### src/rtl/chip8_timers.sv
// CHIP-8 delay/sound timers: 60 Hz edge detect, saturating DT/ST countdown, buzzer tone.
// Loads and decrements are visible the cycle after the edge; no backpressure, inputs are accepted every cycle.
module chip8_timers #(
   parameter int TONE_DIVISOR = 4
) (
   input  logic       clk_in,
   input  logic       rst,
   input  logic       tick_in,
   input  logic       dt_we,
   input  logic       st_we,
   input  logic [7:0] wdata,
   output logic [7:0] dt_out,
   output logic       st_active,
   output logic       tick_out,
   output logic       tone_out
);

   localparam int CW = (TONE_DIVISOR > 1) ? $clog2(TONE_DIVISOR) : 1;
   localparam logic [CW-1:0] TONE_LAST = CW'(TONE_DIVISOR - 1);
   localparam logic [CW-1:0] TONE_HALF = CW'(TONE_DIVISOR / 2);

   logic          tick_q;
   logic          tick;
   logic [7:0]    dt_q;
   logic [7:0]    st_q;
   logic [CW-1:0] tone_cnt;

   // tick_q resets high so a level already high at reset release is not an edge
   assign tick = tick_in & ~tick_q;

   always_ff @(posedge clk_in) begin
      if (rst) begin
         tick_q   <= 1'b1;
         tick_out <= 1'b0;
         dt_q     <= 8'd0;
         st_q     <= 8'd0;
         tone_cnt <= '0;
      end else begin
         tick_q   <= tick_in;
         tick_out <= tick;

         if (dt_we)
            dt_q <= wdata;
         else if (tick && dt_q != 8'd0)
            dt_q <= dt_q - 8'd1;

         if (st_we)
            st_q <= wdata;
         else if (tick && st_q != 8'd0)
            st_q <= st_q - 8'd1;

         // Counter idles at zero so the tone phase restarts high on each new sound
         if (st_q == 8'd0)
            tone_cnt <= '0;
         else if (tone_cnt == TONE_LAST)
            tone_cnt <= '0;
         else
            tone_cnt <= tone_cnt + 1'b1;
      end
   end

   assign dt_out    = dt_q;
   assign st_active = (st_q != 8'd0);
   assign tone_out  = st_active & (tone_cnt < TONE_HALF);

endmodule

### config.mk
export PLATFORM = sky130hd
export DESIGN_NAME = chip8_timers
export DESIGN_NICKNAME = d
export VERILOG_FILES = /design/src/rtl/chip8_timers.sv
export SDC_FILE = /design/constraint.sdc
export NUM_CORES = 1
export LEC_CHECK = 0
export ABC_AREA = 1
export BUFFER_PORTS_ARGS = -buffer_cell sky130_fd_sc_hd__buf_2
export CAP_MARGIN = 20
export CORE_MARGIN = 2
export CORE_UTILIZATION = 29
export DETAILED_ROUTE_END_ITERATION = 8
export PLACE_DENSITY_LB_ADDON = 0.3
export REMOVE_ABC_BUFFERS = 1
export SYNTH_ARGS = -nofsm -noshare
export SYNTH_HDL_FRONTEND = slang
export SYNTH_SLANG_ARGS = --single-unit
### constraint.sdc
create_clock -name clk_in -period 1.4 [get_ports clk_in]
set_input_delay 0.14 -clock clk_in [delete_from_list [all_inputs] [get_ports clk_in]]
set_output_delay 0.14 -clock clk_in [all_outputs]
set_load 0.03 [all_outputs]
### Yosys cells after proc, flatten, opt, wreduce, memory -nomap -nowiden

Index checks and enable logic that the tools add are counted.

* flip-flop bits (word level): 20
* output and inout port bits: 11
* logic and storage cells: 25

* add/subtract/negate cells: 3
* $lt $le $gt $ge: 1
* equal/unequal tests: 1
* multiplexer cells: 4
* bitwise operators: 3
* reductions and logical operators: 8

Operator list (count)
* 2-to-1 mux 8 bit: 4
* nonzero test 8 bit: 2
* subtractor 8 x 1 -> 8 bit (second input constant): 2
* zero test 8 bit: 1
* nonzero test 2 bit: 2
* OR reduction 3 bit: 1
* adder 2 x 1 -> 2 bit (second input constant): 1
* AND 1 bit: 2
* equality test 2 bit (second input constant): 1
* logical AND 1 bit: 2
* < comparator 2 bit (second input constant): 1
* NOT 1 bit: 1

### Depth between registers and ports, before layout

Gate-level depths: netlist of run 1.

* depth in word-level cells: 5
* gate-level depth with buffers: 11
* mapped depth without buffers: 11

### Least setup slack after synthesis of run 1

OpenSTA, ideal clock, no wires.

* path kind: register to register
* start: register dt_q[0] (netlist: dt_out[0])
* end: register dt_q[7] (netlist: dt_out[7])
* arrival time: 1.335 ns
* path slack: -0.067 ns
* cell stages (with the launch flop): 11
* buffers on the path: 0
* cells stage by stage: dfxtp_1 -> inv_1 -> ha_1 -> nand2_1 -> nor2_2 -> nand2_2 -> nand2_4 -> nand3_1 -> nand2_1 -> nor2_1 -> nor2_1

* cells in the longest elaborated chain, start to end: 3

RTL lines
* from (decl): line 24 `logic [7:0] dt_q;`
* from (signal assigned): line 43 `dt_q <= wdata;`
* from (signal assigned): line 45 `dt_q <= dt_q - 8'd1;`
* subtractor 8 x 1 -> 8 bit or nonzero test 8 bit (tied branches): line 45, 44
* 2-to-1 mux 8 bit or logical AND 1 bit (tied branches): line 44 `else if (tick && dt_q != 8'd0)`
* 2-to-1 mux 8 bit or nonzero test 2 bit (tied branches)

Several ways; a longest one is shown, not always the timed one. The select of a mux whose other input is x is not followed.
A chain may end at the register's enable or synchronous reset.

### Worst setup path in the final report of run 1

* start: register st_q[1]
* end: output port tone_out

* cells in the longest elaborated chain, start to end: 2

RTL lines
* from (decl): line 25 `logic [7:0] st_q;`
* from (signal assigned): line 48 `st_q <= wdata;`
* from (signal assigned): line 50 `st_q <= st_q - 8'd1;`
* nonzero test 8 bit: line 63 `assign st_active = (st_q != 8'd0);`
* AND 1 bit: line 64 `assign tone_out = st_active & (tone_cnt < TONE_HALF);`
* to (decl): line 15 `output logic tone_out`

Every way passes these cells.

==> results of run 1 <==
[placed cells by master (no fill, tap or decap), drive strengths merged, types with 2 or more instances in the layout]
cell / synthesis / layout
a21oi: 14 / 14
buf: 3 / 29
clkbuf: 0 / 3
dfxtp: 20 / 20
ha: 4 / 4
inv: 26 / 26
nand2: 64 / 64
nand3: 19 / 19
nor2: 38 / 38
o21ai: 10 / 10
xnor2: 2 / 2
[final cells by class]
| class | instances | area (um2) |
|---|---|---|
| clock buffers | 3 | 41.3 |
| fillers | 505 | 2730 |
| inverters | 27 | 105 |
| multi-input cells | 157 | 835 |
| flip-flops and latches | 20 | 405 |
| well taps | 52 | 65.1 |
| repair buffers | 29 | 169 |
[critical path, cell delays in order, from the launching register on]
cell and delay (ps):
dfxtp_2 330, inv_2 80, ha_4 150, nand3_4 110
nor2_4 130, nor2_1 50, buf_4 160
[timing repair]
action                     CTS  global route
setup endpoints to repair    3             9
buffers inserted             0             2
pin swaps                    2             0
gates resized for setup     11            10
[flip-flops by register name, summed over array words and instances (netlist names)]
name,flops
dt_out,8
tone_cnt,2
tick_out,1
st_q,8
tick_q,1
[through the flow]
step,setup WS (ps),hold WS (ps),cells,total power [uW]
2_1_floorplan,-46.9,202,204,1040
3_3_place_gp,41.0,385,283,1180
3_5_place_dp,15.8,389,283,1180
4_1_cts,2.25,122,286,1600
5_1_grt,-68.8,136,288,1720
6_report,1.46,121,288,1600
[cell families after synthesis]
group / share of synthesized area, %
simple gates: 43.0
buf+inv: 9.09
compound gates: 11.5
flops: 30.6
fa+ha+maj: 3.83
xor+xnor: 2.01
[where the power goes]
group / internal [uW] / leakage [uW] / switching, uW
registers: 620 / 0.000167 / 51.8
clock network: 192 / 0.0000216 / 187
logic: 212 / 0.000607 / 338
[worst paths after layout]
path | endpoint | slack, ps
max | tone_out | 1
min | tick_q$_SDFF_PP1_ | 120
max reg2reg | st_q[1]$_SDFFE_PP0P_ | 110
min reg2reg | tone_cnt[0]$_SDFF_PP0_ | 430
[per-layer routing]
layer | track usage [%] | part of all wire, %
met5 | 0 | 0
met4 | 5.45 | 1.6
met3 | 2.99 | 3.3
met2 | 22.7 | 50
met1 | 16.4 | 45
==> impl_metrics.py, run 1 <==
metrics = {
    "timing": {
        "fin_tns_setup_ps": 0,
        "finClkSkew_ps": 5.96,
        "finalHoldViolCount": 0,
        "tightest_slew_ps": 337,
        "rsz0062_at_grt": "yes",
        "period_share_pct": 99.9,
        "slew_violations": 0,
        "max_freq_ghz": 0.715,
        "min_period_ps": 1400,
        "relSlewSlack_pct": 77.5,
        "setup_viol": 0,
    },
    "cts": {
        "htree_levels": 1,
        "cts_buffers": 3,
        "ctsLongestPathBuffers": 2,
        "root_buffer": "clkbuf_8",
        "cts_tree": "yes",
        "insertion_delay_ps": 260,
        "clk_pin_slew_ps": 80,
        "hold_buffers": 0,
        "cts.sinks": 20,
    },
    "floorplanning": {
        "num_rows": 24,
        "die_area_um2": 5060,
        "pin_count": 24,
        "die-height_um": 71.1,
        "core-area_um2": 4350,
        "die_w_um": 71.1,
        "start_util_pct": 30.0,
    },
    "routing": {
        "antenna_left": 0,
        "via_count": 1330,
        "drt_wl_total_um": 3230,
        "viasPerCell": 4.62,
        "drc_errors": 0,
        "drt-wirelength-per-cell_um": 11.2,
        "drtPass1Iterations": 4,
        "drt-initial-drc-count": 49,
    },
    "synth": {
        "synthTopCellsByArea": "dfxtp_1 31%, nand2_1 17%, nor2_1 9.8%, nand3_1 6.9%, inv_1 6.3%",
        "synth_top_area_share_pct": 30.6,
        "synthTopCellsByCount": "59 x nand2_1, 34 x nor2_1, 22 x inv_1, 20 x dfxtp_1, 18 x nand3_1",
        "synthArstFlopShare_pct": 0,
        "ys_ff_latch": 20,
        "synthesis.area_um2": 1310,
        "postSynthAreaPerCell_um2": 6.32,
        "synthFlopType": "dfxtp_1",
        "synth.distinct_cells": 28,
        "ys_seq_area_share_pct": 30.6,
        "ys.warnings.count": 0,
        "synthCells": 207,
        "yosys.area.top_type": "dfxtp_1",
        "synth_edf_count": 0,
        "yosysMostFrequentCell": "nand2_1",
    },
    "run_status": {
        "status": "finished clean",
    },
    "worst_setup_path": {
        "worstPathRequired_ps": 1260,
        "crit_path_max_fanout": 3,
        "r2r_start": "st_q[1]$_SDFFE_PP0P_",
        "reg2regPathDepth": 8,
        "crit_start": "st_q[1]$_SDFFE_PP0P_",
        "critPathKind": "flop to output port",
        "crit_path_end_kind": "output port",
        "startpoint_type": "flop",
        "cp.arrival_ps": 1260,
    },
    "global_routing": {
        "grt_overflow": 0,
        "grt_util_all_layers_pct": 13.4,
        "antenna_found_initial": 0,
        "grt_pass1_wl_um": 5440,
        "grt_pass1_vias": 1236,
        "grt_max_degree": 15,
    },
    "power": {
        "power.density_nw_per_um2": 988,
        "p_leak_uw": 0.000795,
        "ir_drop_mv": 0.336,
    },
    "placed_design": {
        "gp_congestion": 0.839,
        "dp_hpwl_um": 2470,
        "io_buffers": 23,
        "dpl-instance-area_um2": 1500,
    },
    "final_layout": {
        "fin_util_pct": 37.2,
        "synthToLayoutAreaGrowth_pct": 23.9,
        "nNetsFinal": 255,
        "finalInstanceArea_um2": 1620,
        "drive_gt1_share_pct": 28.0,
        "antenna_cells": 0,
    },
    "run": {
        "maxCapViolCount": 0,
    },
    "min_path": {
        "min_delay_path_depth": 3,
        "hp-class": "input pin to flop",
        "hold_start": "tick_in",
    },
}
Note: power is estimated with default switching activity, not from simulation.
==> inputs of run 2 (changes only) <==
CORE_MARGIN = default   (was 2)
==> run 2 against run 1 <==
Net effect:
- core utilization is 0.086 points higher
- non-clock buffer count is 1 lower
- clock power is 18% higher
- clock skew is 2.2 ps lower
- sequential share of layout area hardly changed
- largest cell class unchanged
- highest routed layer unchanged
==> impl_metrics.py, run 2 (same netlist as run 1, synthesis figures left out) <==
metrics = {
    "cts": {
        "root_buffer": "clkbuf_8",
        "clk_pin_slew_ps": 80,
        "htree_levels": 1,
        "insertion_delay_ps": 260,
        "cts_tree": "yes",
        "hold_buffers": 0,
        "cts.sinks": 20,
        "cts_buffers": 3,
        "ctsLongestPathBuffers": 2,
    },
    "timing": {
        "finClkSkew_ps": 3.75,
        "max_freq_ghz": 0.724,
        "setup_viol": 0,
        "finalHoldViolCount": 0,
        "relSlewSlack_pct": 75.3,
        "slew_violations": 0,
        "period_share_pct": 98.7,
        "rsz0062_at_grt": "yes",
        "min_period_ps": 1380,
        "layout_setup_ws_ps": 18.9,
        "tightest_slew_ps": 370,
    },
    "global_routing": {
        "grt_max_degree": 15,
        "grt_util_all_layers_pct": 14.2,
        "grt_pass1_vias": 1279,
        "antenna_found_initial": 0,
        "grt_overflow": 0,
        "grt_pass1_wl_um": 5580,
    },
    "routing": {
        "drtPass1Iterations": 4,
        "antenna_left": 0,
        "via_count": 1321,
        "drc_errors": 0,
        "drt-wirelength-per-cell_um": 11.3,
        "drt-initial-drc-count": 63,
        "viasPerCell": 4.59,
        "drt_wl_total_um": 3260,
    },
    "placed_design": {
        "gp_congestion": 0.828,
        "dpl.cell_count": 282,
        "dp_hpwl_um": 2470,
        "place_ws_ps": 29.6,
        "io_buffers": 23,
    },
    "worst_setup_path": {
        "startpoint_type": "flop",
        "critPathKind": "flop to output port",
        "crit_path_end_kind": "output port",
        "crit_path_max_fanout": 3,
        "worstPathRequired_ps": 1260,
        "reg2reg_to": "st_q[0]$_SDFFE_PP0P_",
        "cp.arrival_ps": 1240,
        "r2r_start": "st_q[1]$_SDFFE_PP0P_",
        "rrSetupSlack_ps": 100,
        "reg2regPathDepth": 7,
    },
    "floorplanning": {
        "core-area_um2": 4350,
        "start_util_pct": 30.0,
        "num_rows": 24,
        "die_area_um2": 4780,
        "pin_count": 24,
        "die_w_um": 69.1,
        "die-height_um": 69.1,
    },
    "power": {
        "ir_drop_mv": 0.321,
        "p_leak_uw": 0.000798,
        "power.density_nw_per_um2": 1030,
    },
    "run_status": {
        "status": "finished clean",
    },
    "run": {
        "maxCapViolCount": 0,
    },
    "final_layout": {
        "final_cells": 288,
        "fin_util_pct": 37.3,
        "mostFrequentLayoutCells": "59 x nand2_1, 32 x nor2_1, 21 x buf_2, 18 x inv_1, 18 x nand3_1",
        "antenna_cells": 0,
        "synthToLayoutAreaGrowth_pct": 24.2,
        "drive_gt1_share_pct": 27.5,
        "nNetsFinal": 254,
        "final_common_cell": "nand2_1",
    },
    "min_path": {
        "hp-class": "input pin to flop",
        "min_delay_path_depth": 3,
        "hold_end": "tick_q$_SDFF_PP1_",
        "hold_start": "tick_in",
    },
}
==> run 2: cell count changes in the layout (fill, tap and decap cells not counted) <==
| cell | before | now |
|---|---|---|
| dfxtp_1 | 16 | 15 |
| clkbuf_8 | 3 | 4 |
| buf_4 | 7 | 6 |
| o21ai_0 | 8 | 7 |
| inv_1 | 17 | 18 |
| dfxtp_2 | 4 | 5 |
| a21oi_1 | 10 | 11 |
| o21ai_1 | 1 | 2 |
| inv_2 | 8 | 7 |
| a21oi_2 | 4 | 3 |
==> run 2: power by group <==
group	internal (uW)	total, uW	switching [uW]
registers	620	672	52.0
clock network	250	449	199
logic	210	553	342
total	1080	1670	593
==> run 2: layer usage <==
layer	share of wire (%)	up-vias	wire length [um]	track usage, %
met1	46	585	1510	16.7
li1	-	704	-	-
met5	0	-	0	0
met3	4.0	2	131	2.49
met4	0.92	0	30	6.58
met2	49	30	1590	24.8
==> run 2: layout make-up <==
type	count	area (um2)
fillers	477	2730
repair buffers	28	161
flip-flops and latches	20	407
well taps	52	65.1
inverters	27	105
multi-input cells	157	831
clock buffers	4	55.1
==> run 2: repair_timing <==
action | in CTS | in global routing
setup buffers | 1 | 1
setup endpoints to repair | 2 | 10
pin swaps | 2 | 0
gates resized for setup | 12 | 9
==> run 2: stage by stage <==
| stage | hold slack [ps] | cell area, um2 | power [uW] | setup TNS (ps) |
|---|---|---|---|---|
| global placement | 383 | 1500 | 1180 | 0 |
| CTS | 111 | 1600 | 1670 | 0 |
| finish | 112 | 1620 | 1670 | 0 |
| global route | 150 | 1620 | 1780 | -52.3 |
| detailed placement | 384 | 1500 | 1180 | 0 |
| floorplan | 202 | 1290 | 1040 | -300 |
==> run 2: worst max-delay path by stage <==
stage | startpoint | to | slack [ps] | cells past startpoint
global placement | st_q[0]$_SDFFE_PP0P_ | st_q[0]$_SDFFE_PP0P_ | 50 | 7
detailed placement | st_q[0]$_SDFFE_PP0P_ | st_q[5]$_SDFFE_PP0P_ | 30 | 9
floorplan | dt_out[0]$_SDFFE_PP0P_ | dt_out[7]$_SDFFE_PP0P_ | -50 | 10
global route | st_q[1]$_SDFFE_PP0P_ | tone_out | -30 | 6
finish | st_q[1]$_SDFFE_PP0P_ | tone_out | 20 | 6
CTS | st_q[1]$_SDFFE_PP0P_ | tone_out | 20 | 6
==> run 2: critical path, stage by stage (launching register included) <==
cell	delay, ps
dfxtp_2	330
inv_2	80
ha_4	150
nand3_4	110
nor2_4	120
nor2_1	50
buf_4	160
